==> src/rtl/rot_quad_filter_pkg.sv <==
// Shared constants for the rotary-encoder input stage.
//   - FSM state encoding for the quadrature detent tracker
//   - quadrature codes q = {filt_a, filt_b}
//   - rotation direction encoding
package rot_quad_filter_pkg;

  typedef enum logic [2:0] {
    S_IDLE = 3'd0,  // resting at 00
    S_CW1  = 3'd1,  // 10
    S_CW2  = 3'd2,  // 11
    S_CW3  = 3'd3,  // 01
    S_CCW1 = 3'd4,  // 01
    S_CCW2 = 3'd5,  // 11
    S_CCW3 = 3'd6,  // 10
    S_ERR  = 3'd7   // wait for rest after an illegal jump
  } quad_state_t;

  localparam logic [1:0] Q_REST = 2'b00;
  localparam logic [1:0] Q_A    = 2'b10;
  localparam logic [1:0] Q_AB   = 2'b11;
  localparam logic [1:0] Q_B    = 2'b01;

  localparam logic DIR_CW  = 1'b1;
  localparam logic DIR_CCW = 1'b0;

endpackage

==> src/rtl/rot_quad_filter_debounce_bit.sv <==
// Single-line conditioner: 2-FF synchroniser followed by a counter-based
// debounce filter.
//   clk, reset : system clock, synchronous active-high reset
//   raw        : asynchronous, bouncy input pin
//   filt       : debounced level; updates only after the synchronised line
//                has disagreed with it for DEBOUNCE_CYCLES consecutive cycles
module debounce_bit #(
  parameter int DEBOUNCE_CYCLES = 16
) (
  input  logic clk,
  input  logic reset,
  input  logic raw,
  output logic filt
);

  localparam int CNT_W = $clog2(DEBOUNCE_CYCLES);
  localparam logic [CNT_W-1:0] CNT_LAST = CNT_W'(DEBOUNCE_CYCLES - 1);

  logic             s1_reg;
  logic             s2_reg;
  logic             filt_reg;
  logic [CNT_W-1:0] cnt_reg;

  always_ff @(posedge clk) begin
    if (reset) begin
      s1_reg   <= 1'b0;
      s2_reg   <= 1'b0;
      filt_reg <= 1'b0;
      cnt_reg  <= '0;
    end else begin
      s1_reg <= raw;
      s2_reg <= s1_reg;
      // Any cycle of agreement restarts the count, so short glitches vanish.
      if (s2_reg == filt_reg) begin
        cnt_reg <= '0;
      end else if (cnt_reg == CNT_LAST) begin
        filt_reg <= s2_reg;
        cnt_reg  <= '0;
      end else begin
        cnt_reg <= cnt_reg + CNT_W'(1);
      end
    end
  end

  assign filt = filt_reg;

endmodule

==> src/rtl/rot_quad_filter.sv <==
// Rotary-encoder front end: debounces ROT_A/ROT_B, tracks full quadrature
// detent cycles and keeps a wrapping detent position.
//   clk, reset          : system clock, synchronous active-high reset
//   ROT_A, ROT_B        : raw encoder channels (asynchronous, bouncy)
//   rotation_event      : one-cycle pulse per completed detent
//   rotation_direction  : 1 = CW, 0 = CCW; updated with each event, held otherwise
//   position            : detent count, +1 CW / -1 CCW, wraps modulo 2^POS_W
//   quad_error          : one-cycle pulse when both filtered bits change together
module rot_quad_filter
  import rot_quad_filter_pkg::*;
#(
  parameter int DEBOUNCE_CYCLES = 16,
  parameter int POS_W           = 8
) (
  input  logic             clk,
  input  logic             reset,
  input  logic             ROT_A,
  input  logic             ROT_B,
  output logic             rotation_event,
  output logic             rotation_direction,
  output logic [POS_W-1:0] position,
  output logic             quad_error
);

  logic [1:0]       raw_vec;
  logic [1:0]       q;
  quad_state_t      state_reg;
  logic [1:0]       q_prev_reg;
  logic             event_reg;
  logic             dir_reg;
  logic [POS_W-1:0] pos_reg;
  logic             err_reg;

  assign raw_vec = {ROT_A, ROT_B};

  // One filter per channel; bit 1 = A, bit 0 = B.
  generate
    for (genvar gi = 0; gi < 2; gi++) begin : g_line
      debounce_bit #(
        .DEBOUNCE_CYCLES(DEBOUNCE_CYCLES)
      ) u_debounce (
        .clk  (clk),
        .reset(reset),
        .raw  (raw_vec[gi]),
        .filt (q[gi])
      );
    end
  endgenerate

  always_ff @(posedge clk) begin
    if (reset) begin
      state_reg  <= S_IDLE;
      q_prev_reg <= Q_REST;
      event_reg  <= 1'b0;
      dir_reg    <= DIR_CCW;
      pos_reg    <= '0;
      err_reg    <= 1'b0;
    end else begin
      event_reg  <= 1'b0;
      err_reg    <= 1'b0;
      q_prev_reg <= q;
      if (q != q_prev_reg) begin
        // A double-bit jump means a lost intermediate code: abandon the detent.
        if ((q ^ q_prev_reg) == 2'b11) begin
          state_reg <= S_ERR;
          err_reg   <= 1'b1;
        end else begin
          // Only single-bit steps reach here, and the state always mirrors
          // q_prev outside S_ERR, so each state has exactly two reachable codes.
          case (state_reg)
            S_IDLE: begin
              if (q == Q_A)      state_reg <= S_CW1;
              else if (q == Q_B) state_reg <= S_CCW1;
            end
            S_CW1: begin
              if (q == Q_AB)        state_reg <= S_CW2;
              else if (q == Q_REST) state_reg <= S_IDLE;
            end
            S_CW2: begin
              if (q == Q_B)      state_reg <= S_CW3;
              else if (q == Q_A) state_reg <= S_CW1;
            end
            S_CW3: begin
              if (q == Q_REST) begin
                state_reg <= S_IDLE;
                event_reg <= 1'b1;
                dir_reg   <= DIR_CW;
                pos_reg   <= pos_reg + POS_W'(1);
              end else if (q == Q_AB) begin
                state_reg <= S_CW2;
              end
            end
            S_CCW1: begin
              if (q == Q_AB)        state_reg <= S_CCW2;
              else if (q == Q_REST) state_reg <= S_IDLE;
            end
            S_CCW2: begin
              if (q == Q_A)      state_reg <= S_CCW3;
              else if (q == Q_B) state_reg <= S_CCW1;
            end
            S_CCW3: begin
              if (q == Q_REST) begin
                state_reg <= S_IDLE;
                event_reg <= 1'b1;
                dir_reg   <= DIR_CCW;
                pos_reg   <= pos_reg - POS_W'(1);
              end else if (q == Q_AB) begin
                state_reg <= S_CCW2;
              end
            end
            S_ERR: begin
              if (q == Q_REST) state_reg <= S_IDLE;
            end
            default: state_reg <= S_IDLE;
          endcase
        end
      end
    end
  end

  assign rotation_event     = event_reg;
  assign rotation_direction = dir_reg;
  assign position           = pos_reg;
  assign quad_error         = err_reg;

endmodule
==> config.mk <==
export PLATFORM = sky130hd
export DESIGN_NAME = rot_quad_filter
export DESIGN_NICKNAME = d
export VERILOG_FILES = /design/src/rtl/rot_quad_filter_pkg.sv /design/src/rtl/rot_quad_filter_debounce_bit.sv /design/src/rtl/rot_quad_filter.sv
export SDC_FILE = /design/constraint.sdc
export NUM_CORES = 1
export LEC_CHECK = 0
export BUFFER_PORTS_ARGS = -buffer_cell sky130_fd_sc_hd__buf_4
export CORE_MARGIN = 4
export CORE_UTILIZATION = 52
export CTS_CLUSTER_DIAMETER = 200
export DETAILED_ROUTE_END_ITERATION = 8
export PLACE_DENSITY = 0.74
export SLEW_MARGIN = 0
export SYNTH_ARGS = -nofsm -noshare
export SYNTH_HDL_FRONTEND = slang
export SYNTH_SLANG_ARGS = --single-unit
==> constraint.sdc <==
create_clock -name clk -period 2.45 [get_ports clk]
set_clock_uncertainty 0.05 [all_clocks]
set_input_delay 0.49 -clock clk [delete_from_list [all_inputs] [get_ports clk]]
set_output_delay 0.49 -clock clk [all_outputs]
set_load 0.03 [all_outputs]
Yosys cells after proc, flatten, opt, wreduce, memory -nomap -nowiden
Cells that the tools add are included.

Logic and storage cells: 79. Register bits: 30. Bits of input ports: 4.

Bitwise operators: 6. Equality and inequality tests: 21. Add/sub/neg operators: 4. Multiplexer cells: 22. Reductions and logical operators: 12.

Operators with widths (number): $mux W3 (13); $pmux W3 S8 (1); $mux W8 (2); $pmux W8 S2 (1); $eq A3 B3 Y1 const B (4); $ne A4 B4 Y1 const B (3); $add A4 B1 Y4 const B (2); $add A8 B1 Y8 const B (1); $eq A4 B4 Y1 const B (2); $sub A8 B1 Y8 const B (1); $eq A2 B2 Y1 const B (3); $eq A3 B2 Y1 const B (2); $reduce_or A3 Y1 (2); $not A1 Y1 (5); $reduce_and A5 Y1 (1); $mux W1 (4); $ne A2 B2 Y1 const B (2); $reduce_and A2 Y1 (2); $reduce_and A4 Y1 (1); $reduce_or A2 Y1 (2); $reduce_or A4 Y1 (1); $eq A3 B1 Y1 const B (1); $logic_not A3 Y1 (1); $eq A1 B1 Y1 (2); other kinds (6) (6).

Depth between registers and ports, before layout
Gate-level depths: netlist of run 1.

Word-level depth: 5. Mapped depth: 9. Mapped depth without buffers: 7.

Hierarchy
Synthesis of run 1 repeated with hierarchy kept, for this count alone.

Cell total of the unflattened synthesis: 186. Area total of the unflattened synthesis: 1591.5 sq um.

Modules (own cells, without submodules): rot_quad_filter (area each 1088.5 sq um, instances 1, cells each 140, seq. area each 320.3 sq um); debounce_bit (area each 251.5 sq um, instances 2, cells each 23, seq. area each 140.1 sq um).

Worst setup path before layout of run 1
Ideal clock, no wire load.

Path kind: register -> register. From: register state_reg[0]. To: register pos_reg[4] (netlist: position[4]). Slack: -20 ps. Stages on the path, launching flop included: 9. Arrival: 2299 ps. Required time: 2279 ps. Cell sequence: dfxtp_1 buf_2 nand3b_1 clkbuf_1 xnor2_1 ha_1 or4b_2 a21oi_1 mux2_2.

Longest elaborated chain between the ends: 3.

RTL lines: from (decl) (line rot_quad_filter.sv:27) `quad_state_t state_reg;`; from (signal assigned) (line rot_quad_filter.sv:52) `state_reg <= S_IDLE;`; from (signal assigned) (line rot_quad_filter.sv:65) `state_reg <= S_ERR;`; from (signal assigned) (line rot_quad_filter.sv:72) `if (q == Q_A) state_reg <= S_CW1;`; $eq A3 B2 Y1 / $eq A3 B3 Y1 (equally long branches) (line rot_quad_filter.sv:70) `case (state_reg)`; $ne A2 B2 Y1 (no source line) / $reduce_bool A2 Y1 (equally long branches); $reduce_and A5 Y1 (no source line); to (signal assigned) (line rot_quad_filter.sv:88) `pos_reg <= pos_reg + POS_W'(1);`; to (signal assigned) (line rot_quad_filter.sv:106) `pos_reg <= pos_reg - POS_W'(1);`; to (decl) (line rot_quad_filter.sv:31) `logic [POS_W-1:0] pos_reg;`.

Several ways; a longest one is shown, not always the timed one. A chain may end at the register's enable or synchronous reset.

Worst setup path after layout of run 1
From: register state_reg[1]. To: register pos_reg[4] (netlist: position[4]).

The elaborated chain is that of the path after synthesis.

==> results of run 1 <==
==> report_power, final <==
group	internal (uW)	switching, uW
clock network	346	170
logic	7.47	10.8
registers	491	1.84
==> path summary, 6_finish.rpt <==
| path | end | from | slack (ns) |
|---|---|---|---|
| max | position[4]$_SDFFE_PP0P_ | state_reg[1]$_SDFFE_PP0P_ | 0.18 |
| min | g_line[0].u_debounce.s1_reg$_SDFF_PP0_ | ROT_B | 0.33 |
| max reg2reg | position[4]$_SDFFE_PP0P_ | state_reg[1]$_SDFFE_PP0P_ | 0.18 |
| min reg2reg | g_line[1].u_debounce.s2_reg$_SDFF_PP0_ | g_line[1].u_debounce.s1_reg$_SDFF_PP0_ | 0.38 |
==> cells in the mapped netlist, types with 2 or more instances <==
library cell | n | share of area [%]
inv_1 | 4 | 0.98
a21oi_1 | 7 | 2.3
and2_1 | 3 | 1.2
a21boi_0 | 2 | 0.98
nand3_1 | 6 | 2.0
and3_1 | 3 | 1.2
nand4_1 | 3 | 1.2
buf_4 | 3 | 1.5
o21ai_0 | 5 | 1.6
or4_1 | 4 | 2.0
xnor2_1 | 10 | 5.7
nand2_1 | 2 | 0.49
clkbuf_1 | 7 | 1.7
nor2_1 | 29 | 7.1
mux2i_1 | 4 | 2.6
a31oi_1 | 2 | 0.82
nor3_1 | 2 | 0.65
nor2b_1 | 11 | 4.5
dfxtp_1 | 30 | 39
buf_2 | 2 | 0.65
mux2_2 | 5 | 3.7
ha_1 | 3 | 2.4
xor2_1 | 3 | 1.7
or3_1 | 4 | 1.6
o211ai_1 | 2 | 0.98
nand2b_1 | 2 | 0.82
==> cell families after synthesis <==
| logic type | after synthesis | synth area share (%) |
|---|---|---|
| AND/OR/NAND/NOR | 76 | 26.6 |
| flip-flops | 30 | 39.2 |
| AO/OA/AOI/OAI | 27 | 11.6 |
| buffers and inverters | 18 | 5.79 |
| XOR/XNOR | 13 | 7.42 |
| multiplexers | 10 | 7.01 |
| adder cells (fa/ha/maj) | 3 | 2.45 |
==> area by class of cell <==
| class | count | area, sq um | area share [%] |
|---|---|---|---|
| inverters | 4 | 15.0 | 0.846 |
| repair buffers | 22 | 165 | 9.30 |
| flip-flops and latches | 30 | 601 | 33.8 |
| clock inverters | 2 | 60.1 | 3.38 |
| multi-input cells | 129 | 845 | 47.6 |
| well taps | 31 | 38.8 | 2.18 |
| clock buffers | 6 | 51.3 | 2.89 |
==> routing by layer <==
metal | GRT usage (%) | up-vias
met5 | 0 | -
met4 | 9.02 | 0
met3 | 5.59 | 8
met2 | 26.4 | 28
met1 | 17.9 | 588
li1 | - | 644
==> per-stage QoR <==
step                      power, uW  std cells  instance area (sq um)  util (%)  worst slack [ns]
final                          1030        224                   1780      63.8             0.178
after global routing           1080        224                   1780      63.8            0.0588
after CTS                      1040        224                   1780      63.8             0.190
after detailed placement        523        216                   1660      59.8             0.224
after global placement          522        216                   1660      59.8             0.253
after floorplan                 517        177                   1540         -            0.0216
==> summary.txt, run 1 <==
Status -> finished, final reports clean
Htree depth -> 2
Die width -> 62.3 um
Mapped Nets -> 184
Via density -> 5.66
Post-CTS sizing -> 0
P_leak -> 0.000725 uW
Total number of yosys warnings -> 0
Number of flops mapped to enable cells by yosys -> 0
CP Data Arrival Time -> 2.44 ns
DR pass1 iterations -> 4
Final worst path period share -> 92.8%
RSZ-0062 raised after global routing -> no
Setup-failing EPs final -> 0
Crit. End Element -> flip-flop
GR Overflow Total -> 0
Area growth from synthesis to layout -> 15.7%
Final Critical Period -> 2.27 ns
Unique cell type count in the Yosys netlist -> 45
Bufs and invs on worst path -> 0
Sequential area share after synthesis -> 39.2%
I/O pins -> 15
Worst-path clk slew -> 0.09 ns
Hold-fix buffers at CTS -> 0
DRT Wirelength -> 3000 um
Number of diodes -> 0
Die height -> 62.3 um
Worst Path Max Fanout -> 6
RePlAce Congestion -> 0.875
Nets -> 199
Met3 routed WL -> 148 um
Die area -> 3880 sq um
Tot GR Track Use -> 16.1%
Synthesized cell area -> 1530 sq um
Hold path cells -> 2
DR vias -> 1268
Clock Sinks -> 30
CTS max path bufs -> 2
WP depth -> 6
Most frequent cells in the layout -> dfxtp_1, nor2_1, buf_4
Most common cell after layout, fill and taps aside -> dfxtp_1
Synth Flop Type -> dfxtp_1
Clk_lat worst skew -> 0.33 ns
CTS tree -> done
Path depth of the worst reg2reg path -> 6
Filler Cell Count -> 232
Rows -> 19
Layout cells sized above 1 -> 19.7%
DP Wirelength -> 2040 um
Worst slew pin tran -> 0.490 ns
# Post-CTS Setup Buffers -> 0
Hold WS -> 0.328 ns
CP max stage cell -> or4b_2
Final Max Slew Viols -> 0
Cell Chain, Critical Path -> nand3b_1, xnor2_1, ha_1, or4b_2, a21oi_1, mux2_2
Fin Setup TNS -> 0 ns
Endpoints failing hold -> 0
CTS root buf -> clkbuf_4
Remaining DRCs -> 0
Cells after Synth -> 177
Port buffer count -> 14
Post-synth ARST share -> 0%
Max transition margin -> 67.1%
Maximum vdd drop -> 0.746 mV
CP top delay family -> simple AND/OR/NAND/NOR gates
Core box area -> 2780 sq um
First-pass GRT wire length -> 5140 um
Max capacitance violation total -> 0
Power per cell area -> 578 nW/um^2
CP Data Required Time -> 2.62 ns
Largest net degree at the start of global routing -> 31
Initial DRC Count -> 138
Crit Path Category -> flip-flop to flip-flop
Vias in the first global route -> 1199
Fmax -> 440 MHz
Wire length per cell -> 13.4 um
Uppermost layer routed -> met4
Initial antenna violation count -> 0
Post-synthesis area per instance -> 8.67 sq um
Worst hold path type -> input pin to flip-flop
Met1 WL -> 1320 um
Routed Antenna Nets -> 0
Wire length on met2 -> 1480 um
CTS Buf Count -> 5
CP startpoint kind -> flip-flop
Synth Register Bits -> 30
Initial Util -> 55.2%
Slowest stage delay, CP -> 0.64 ns
(Power assumes the default switching activity.)
==> run 2: changes to the inputs <==
Settings changed: GPL_TIMING_DRIVEN from default to 0.
==> run 2 against run 1 <==
First-iteration DRC count is 47% lower. Sequential share of layout area is 0.19 points higher. Clock power shrank 39%. Hold slack got worse by 0.011 ns. Cell area is 0.28% higher. Worst setup slack got worse by 0.053 ns. Register-to-register slack worse by 0.05 ns. Die area stayed put. Wire length up 3.2%. Sequential power is essentially flat.
==> summary.txt, run 2 (synthesis gave the netlist of run 1 again) <==
Worst Setup SP -> state_reg[0]$_SDFFE_PP0P_ (was state_reg[1]$_SDFFE_PP0P_)
Layout cells sized above 1 -> 21.4% (was 19.7%)
Htree depth -> 2 (unchanged)
Clock Sinks -> 30 (unchanged)
CTS tree -> done (unchanged)
CP startpoint kind -> flip-flop (unchanged)
Initial antenna violation count -> 0 (unchanged)
I/O pins -> 15 (unchanged)
GR Overflow Total -> 0 (unchanged)
Nets -> 207 (was 199)
Most frequent cells in the layout -> nor2_1, dfxtp_1, buf_4 (was dfxtp_1, nor2_1, buf_4)
Routed Antenna Nets -> 0 (unchanged)
Multi-input logic area -> 851 sq um (was 845 sq um)
Status -> finished, final reports clean (unchanged)
Area growth from synthesis to layout -> 16.1% (was 15.7%)
Vias in the first global route -> 1291 (was 1199)
Die area -> 3880 sq um (unchanged)
Die width -> 62.3 um (unchanged)
Tot GR Track Use -> 17.4% (was 16.1%)
Maximum vdd drop -> 0.421 mV (was 0.746 mV)
Remaining DRCs -> 0 (unchanged)
CP Data Arrival Time -> 2.51 ns (was 2.44 ns)
Slack of the critical path -> 0.125 ns (was 0.178 ns)
Number of diodes -> 0 (unchanged)
Setup-failing EPs final -> 0 (unchanged)
CTS Buf Count -> 5 (unchanged)
Worst slew pin tran -> 0.512 ns (was 0.490 ns)
Via density -> 5.69 (was 5.66)
Crit Path Category -> flip-flop to flip-flop (unchanged)
Power per cell area -> 465 nW/um^2 (was 578 nW/um^2)
RSZ-0062 raised after global routing -> no (unchanged)
DR pass1 iterations -> 4 (unchanged)
Final Cell Area -> 1780 sq um (about the same)
Rows -> 19 (unchanged)
CP Data Required Time -> 2.63 ns (was 2.62 ns)
Endpoints failing hold -> 0 (unchanged)
Worst slack, placed -> -0.173 ns (was 0.224 ns)
Worst Path Max Fanout -> 6 (unchanged)
Fmax -> 430 MHz (was 440 MHz)
Crit. End Element -> flip-flop (unchanged)
Largest net degree at the start of global routing -> 11 (was 31)
Hold WS -> 0.318 ns (was 0.328 ns)
Util after Layout -> 64.0% (was 63.8%)
Most common cell after layout, fill and taps aside -> nor2_1 (was dfxtp_1)
Placed cell area -> 1680 sq um (was 1660 sq um)
R2r startpoint -> state_reg[0]$_SDFFE_PP0P_ (was state_reg[1]$_SDFFE_PP0P_)
Max transition margin -> 65.6% (was 67.1%)
Worst Setup EP -> position[4]$_SDFFE_PP0P_ (unchanged)
Core box area -> 2780 sq um (unchanged)
RePlAce Congestion -> 0.871 (was 0.875)
Worst-path clk slew -> 0.10 ns (was 0.09 ns)
Reg area -> 606 sq um (was 601 sq um)
R2R Setup Slk -> 0.12 ns (was 0.18 ns)
Worst hold path type -> input pin to flip-flop (unchanged)
Wire length per cell -> 13.3 um (was 13.4 um)
Clk_lat worst skew -> 0.33 ns (about the same)
Initial Util -> 55.2% (unchanged)
Total power -> 829 uW (was 1030 uW)
DP Wirelength -> 2190 um (was 2040 um)
Final worst path period share -> 94.9% (was 92.8%)
Port buffer count -> 14 (unchanged)
DRT Wirelength -> 3100 um (was 3000 um)
CTS max path bufs -> 2 (unchanged)
First-pass GRT wire length -> 5600 um (was 5140 um)
Max capacitance violation total -> 0 (unchanged)
DR vias -> 1319 (was 1268)
Final Critical Period -> 2.33 ns (was 2.27 ns)
Initial DRC Count -> 73 (was 138)
P_leak -> 0.000714 uW (was 0.000725 uW)
Path depth of the worst reg2reg path -> 7 (was 6)
Filler Cell Count -> 231 (was 232)
Die height -> 62.3 um (unchanged)
CTS root buf -> clkbuf_4 (unchanged)
R2R Path End -> position[4]$_SDFFE_PP0P_ (unchanged)
Final Max Slew Viols -> 0 (unchanged)
-- run 2: changes by cell type in the layout (fill, tap and decap cells not counted), sizes merged --
cell      previous run  this run
buf                 22        23
bufinv               2         0
clkbuf               6        13
clkinv               0         1
clkinvlp             0         1
-- run 2: layout make-up --
cell class / instances / share of cell area [%]
multi-input cells: 129 / 47.8
flip-flops and latches: 30 / 34.0
repair buffers: 17 / 7.17
plain buffers: 13 / 4.43
clock buffers: 6 / 2.88
well taps: 31 / 2.18
inverters: 4 / 0.843
clock inverters: 2 / 0.703
-- run 2: stage by stage --
| step | std cells | setup TNS [ns] |
|---|---|---|
| floorplan | 177 | 0 |
| global placement | 222 | -0.139 |
| detailed placement | 222 | -0.201 |
| CTS | 232 | 0 |
| global route | 232 | 0 |
| finish | 232 | 0 |
-- run 2: critical path, stage by stage (launching register included) --
cell	delay, ns
dfxtp_4	0.36
nand3b_1	0.20
clkbuf_8	0.17
xnor2_1	0.12
ha_2	0.20
or4b_2	0.65
a21oi_2	0.14
mux2_2	0.33
-- run 2: how the worst min path moves through the flow --
stage                                                from                                          to  slack, ns  cells past startpoint
2_1_floorplan      g_line[0].u_debounce.s1_reg$_SDFF_PP0_      g_line[0].u_debounce.s2_reg$_SDFF_PP0_       0.36                      1
3_3_place_gp   g_line[0].u_debounce.cnt_reg[0]$_SDFF_PP0_  g_line[0].u_debounce.cnt_reg[0]$_SDFF_PP0_       0.38                      1
3_5_place_dp       g_line[1].u_debounce.s1_reg$_SDFF_PP0_      g_line[1].u_debounce.s2_reg$_SDFF_PP0_       0.38                      1
4_1_cts                                             ROT_A      g_line[1].u_debounce.s1_reg$_SDFF_PP0_       0.30                      2
5_1_grt                                             ROT_A      g_line[1].u_debounce.s1_reg$_SDFF_PP0_       0.30                      2
6_report                                            ROT_A      g_line[1].u_debounce.s1_reg$_SDFF_PP0_       0.32                      2
-- run 2: where the power goes --
part | leakage, uW | switching, uW | internal (uW) | total, uW
clock | 0.0000343 | 179 | 138 | 316
sequential | 0.000244 | 1.93 | 490 | 492
combinational | 0.000436 | 11.7 | 8.44 | 20.1
-- run 2: layer usage --
| metal | wire, um | vias to the layer above | share of wire, % | track usage [%] |
|---|---|---|---|---|
| met5 | 0 | - | 0 | 0 |
| met4 | 42 | 0 | 1.4 | 6.90 |
| met3 | 154 | 6 | 5.0 | 4.86 |
| met2 | 1530 | 31 | 49 | 29.4 |
| met1 | 1370 | 624 | 44 | 20.6 |
| li1 | - | 658 | - | - |
-- run 2: what timing repair did --
| action | CTS | global route |
|---|---|---|
| pin swaps | 1 | 0 |
| endpoints found under the setup margin | 2 | 1 |
| setup buffers | 2 | 1 |
| resized for setup | 4 | 3 |
| hold buffers | 0 | 0 |
| endpoints found under the hold margin | 0 | 0 |
==> run 3: changes to the inputs <==
Settings changed: BUFFER_PORTS_ARGS -buffer_cell sky130_fd_sc_hd__buf_4 to -buffer_cell sky130_fd_sc_hd__buf_2, CORE_ASPECT_RATIO from default to 0.6.
Clock period 2.45 ns to 2 ns, I/O delays scaled along.
==> run 3 against run 2 <==
The flow now finishes with violations (setup timing). Maximum frequency grew 8.0%. Largest cell class unchanged. Cell area grew 9.1%. Final cell count increased by 4.7%. Wire length grew 21%. Critical path depth unchanged. Clock power rose by 140%. Combinational power up 21%. Critical path type unchanged. Flip-flop and latch count unchanged.
==> summary.txt, run 3 (synthesis gave the netlist of run 1 again) <==
RSZ-0062 raised after global routing -> yes (was no)
CP Data Required Time -> 2.12 ns (was 2.63 ns)
Vias in the first global route -> 1282 (was 1291)
Final Max Slew Viols -> 0 (unchanged)
Worst slew pin tran -> 0.554 ns (was 0.512 ns)
Worst Setup EP -> position[4]$_SDFFE_PP0P_ (unchanged)
First-pass GRT wire length -> 6260 um (was 5600 um)
Via density -> 5.77 (was 5.69)
DP Wirelength -> 2470 um (was 2190 um)
Endpoints failing hold -> 0 (unchanged)
DRT Wirelength -> 3730 um (was 3100 um)
GR Overflow Total -> 0 (unchanged)
CTS max path bufs -> 2 (unchanged)
Fin cells -> 243 (was 232)
Util after Layout -> 73.0% (was 64.0%)
Filler Cell Count -> 196 (was 231)
Worst-path clk slew -> 0.07 ns (was 0.10 ns)
R2R Setup Slk -> -0.15 ns (was 0.12 ns)
Initial antenna violation count -> 0 (unchanged)
Area growth from synthesis to layout -> 26.7% (was 16.1%)
Fmax -> 464 MHz (was 430 MHz)
Failing checks -> setup timing
Wire length per cell -> 15.4 um (was 13.3 um)
Most common cell after layout, fill and taps aside -> nor2_1 (unchanged)
DR vias -> 1402 (was 1319)
Tot GR Track Use -> 20.5% (was 17.4%)
Core box area -> 2660 sq um (was 2780 sq um)
Initial Util -> 57.6% (was 55.2%)
CP startpoint kind -> flip-flop (unchanged)
Worst Setup SP -> state_reg[2]$_SDFFE_PP0P_ (was state_reg[0]$_SDFFE_PP0P_)
Total power -> 1380 uW (was 829 uW)
Most frequent cells in the layout -> nor2_1, dfxtp_1, buf_2 (was nor2_1, dfxtp_1, buf_4)
Worst Path Max Fanout -> 4 (was 6)
Remaining DRCs -> 0 (unchanged)
Crit Path Category -> flip-flop to flip-flop (unchanged)
CP Data Arrival Time -> 2.27 ns (was 2.51 ns)
DR pass1 iterations -> 4 (unchanged)
CTS root buf -> clkbuf_8 (was clkbuf_4)
Largest net degree at the start of global routing -> 11 (unchanged)
Nets -> 209 (was 207)
Crit. End Element -> flip-flop (unchanged)
Htree depth -> 2 (unchanged)
Layout cells sized above 1 -> 27.6% (was 21.4%)
Post-Place Cells -> 231 (was 222)
Clock Sinks -> 30 (unchanged)
Path depth of the worst reg2reg path -> 7 (unchanged)
CTS Buf Count -> 5 (unchanged)
Placed cell area -> 1700 sq um (was 1680 sq um)
I/O pins -> 15 (unchanged)
Final worst path period share -> 108% (was 94.9%)
Worst hold path type -> input pin to flip-flop (unchanged)
Number of diodes -> 0 (unchanged)
Max transition margin -> 62.8% (was 65.6%)
Die width -> 78.1 um (was 62.3 um)
Max capacitance violation total -> 0 (unchanged)
Routed Antenna Nets -> 0 (unchanged)
R2R Path End -> position[4]$_SDFFE_PP0P_ (unchanged)
Clk_lat worst skew -> 0.28 ns (was 0.33 ns)
Maximum vdd drop -> 0.501 mV (was 0.421 mV)
Final Critical Period -> 2.15 ns (was 2.33 ns)
Status -> finished with violations (was finished, final reports clean)
RePlAce Congestion -> 0.920 (was 0.871)
Die height -> 50.1 um (was 62.3 um)
R2r startpoint -> state_reg[2]$_SDFFE_PP0P_ (was state_reg[0]$_SDFFE_PP0P_)
Power per cell area -> 708 nW/um^2 (was 465 nW/um^2)
Setup-failing EPs final -> 3 (was 0)
CTS tree -> done (unchanged)
P_leak -> 0.000782 uW (was 0.000714 uW)
Port buffer count -> 14 (unchanged)
Initial DRC Count -> 147 (was 73)
Slack of the critical path -> -0.154 ns (was 0.125 ns)
Final Cell Area -> 1940 sq um (was 1780 sq um)
HP Start -> ROT_B (was ROT_A)
Die area -> 3910 sq um (was 3880 sq um)
Rows -> 14 (was 19)
[run 3: cell types whose count changed in the layout (fill, tap and decap cells not counted), sizes merged]
| cell | before | now |
|---|---|---|
| buf | 23 | 25 |
| bufinv | 0 | 2 |
| clkinv | 1 | 0 |
| clkinvlp | 1 | 0 |
[run 3: power breakdown]
group	switching, uW	internal [uW]
Clock	219	531
Combinational	15.5	8.78
Sequential	2.54	599
Total	237	1140
[run 3: what timing repair did]
item                       in CTS  in global routing
gates resized for setup         7                 11
hold endpoints to repair        0                  0
gates cloned                    0                  0
setup endpoints to repair       4                  6
buffers inserted                5                  3
hold buffers                    0                  0
pin swaps                       3                  2
[run 3: worst min-delay path by stage]
stage,cells past startpoint,to
after floorplan,1,g_line[0].u_debounce.s2_reg$_SDFF_PP0_
after global placement,1,g_line[1].u_debounce.s2_reg$_SDFF_PP0_
after detailed placement,1,g_line[1].u_debounce.cnt_reg[0]$_SDFF_PP0_
after CTS,2,g_line[0].u_debounce.s1_reg$_SDFF_PP0_
after global routing,2,g_line[0].u_debounce.s1_reg$_SDFF_PP0_
final,2,g_line[0].u_debounce.s1_reg$_SDFF_PP0_
[run 3: metrics by stage]
step | hold WS, ns | setup TNS (ns) | worst slack [ns]
global route | 0.283 | -0.637 | -0.233
CTS | 0.274 | -0.345 | -0.125
finish | 0.275 | -0.430 | -0.154
floorplan | 0.364 | -0.341 | -0.180
global placement | 0.376 | -0.692 | -0.299
detailed placement | 0.386 | -0.823 | -0.319
[run 3: routing by layer]
layer,global-route usage (%),wire length [um],vias to the layer above
met5,0,0,-
met3,5.82,331,13
met1,29.9,1700,654
li1,-,-,664
met4,8.43,73,0
met2,27.7,1630,71
[run 3: layout make-up]
class,instances,area (sq um),area share [%]
Tap cell,40,50.0,2.58
Timing Repair Buffer,21,123,6.31
Clock inverter,2,60.1,3.09
Clock buffer,6,82.6,4.25
Inverter,4,15.0,0.773
Sequential cell,30,613,31.6
Multi-Input combinational cell,129,922,47.5
Buffer,11,77.6,3.99
[run 3: worst max-delay path, cell delays in order (launching register included)]
cell and delay [ns]:
dfxtp_1 0.40, nand3b_1 0.17, clkbuf_8 0.19, xnor2_4 0.13, ha_4 0.18, or4b_4 0.48, a21oi_2 0.15, mux2_4 0.30
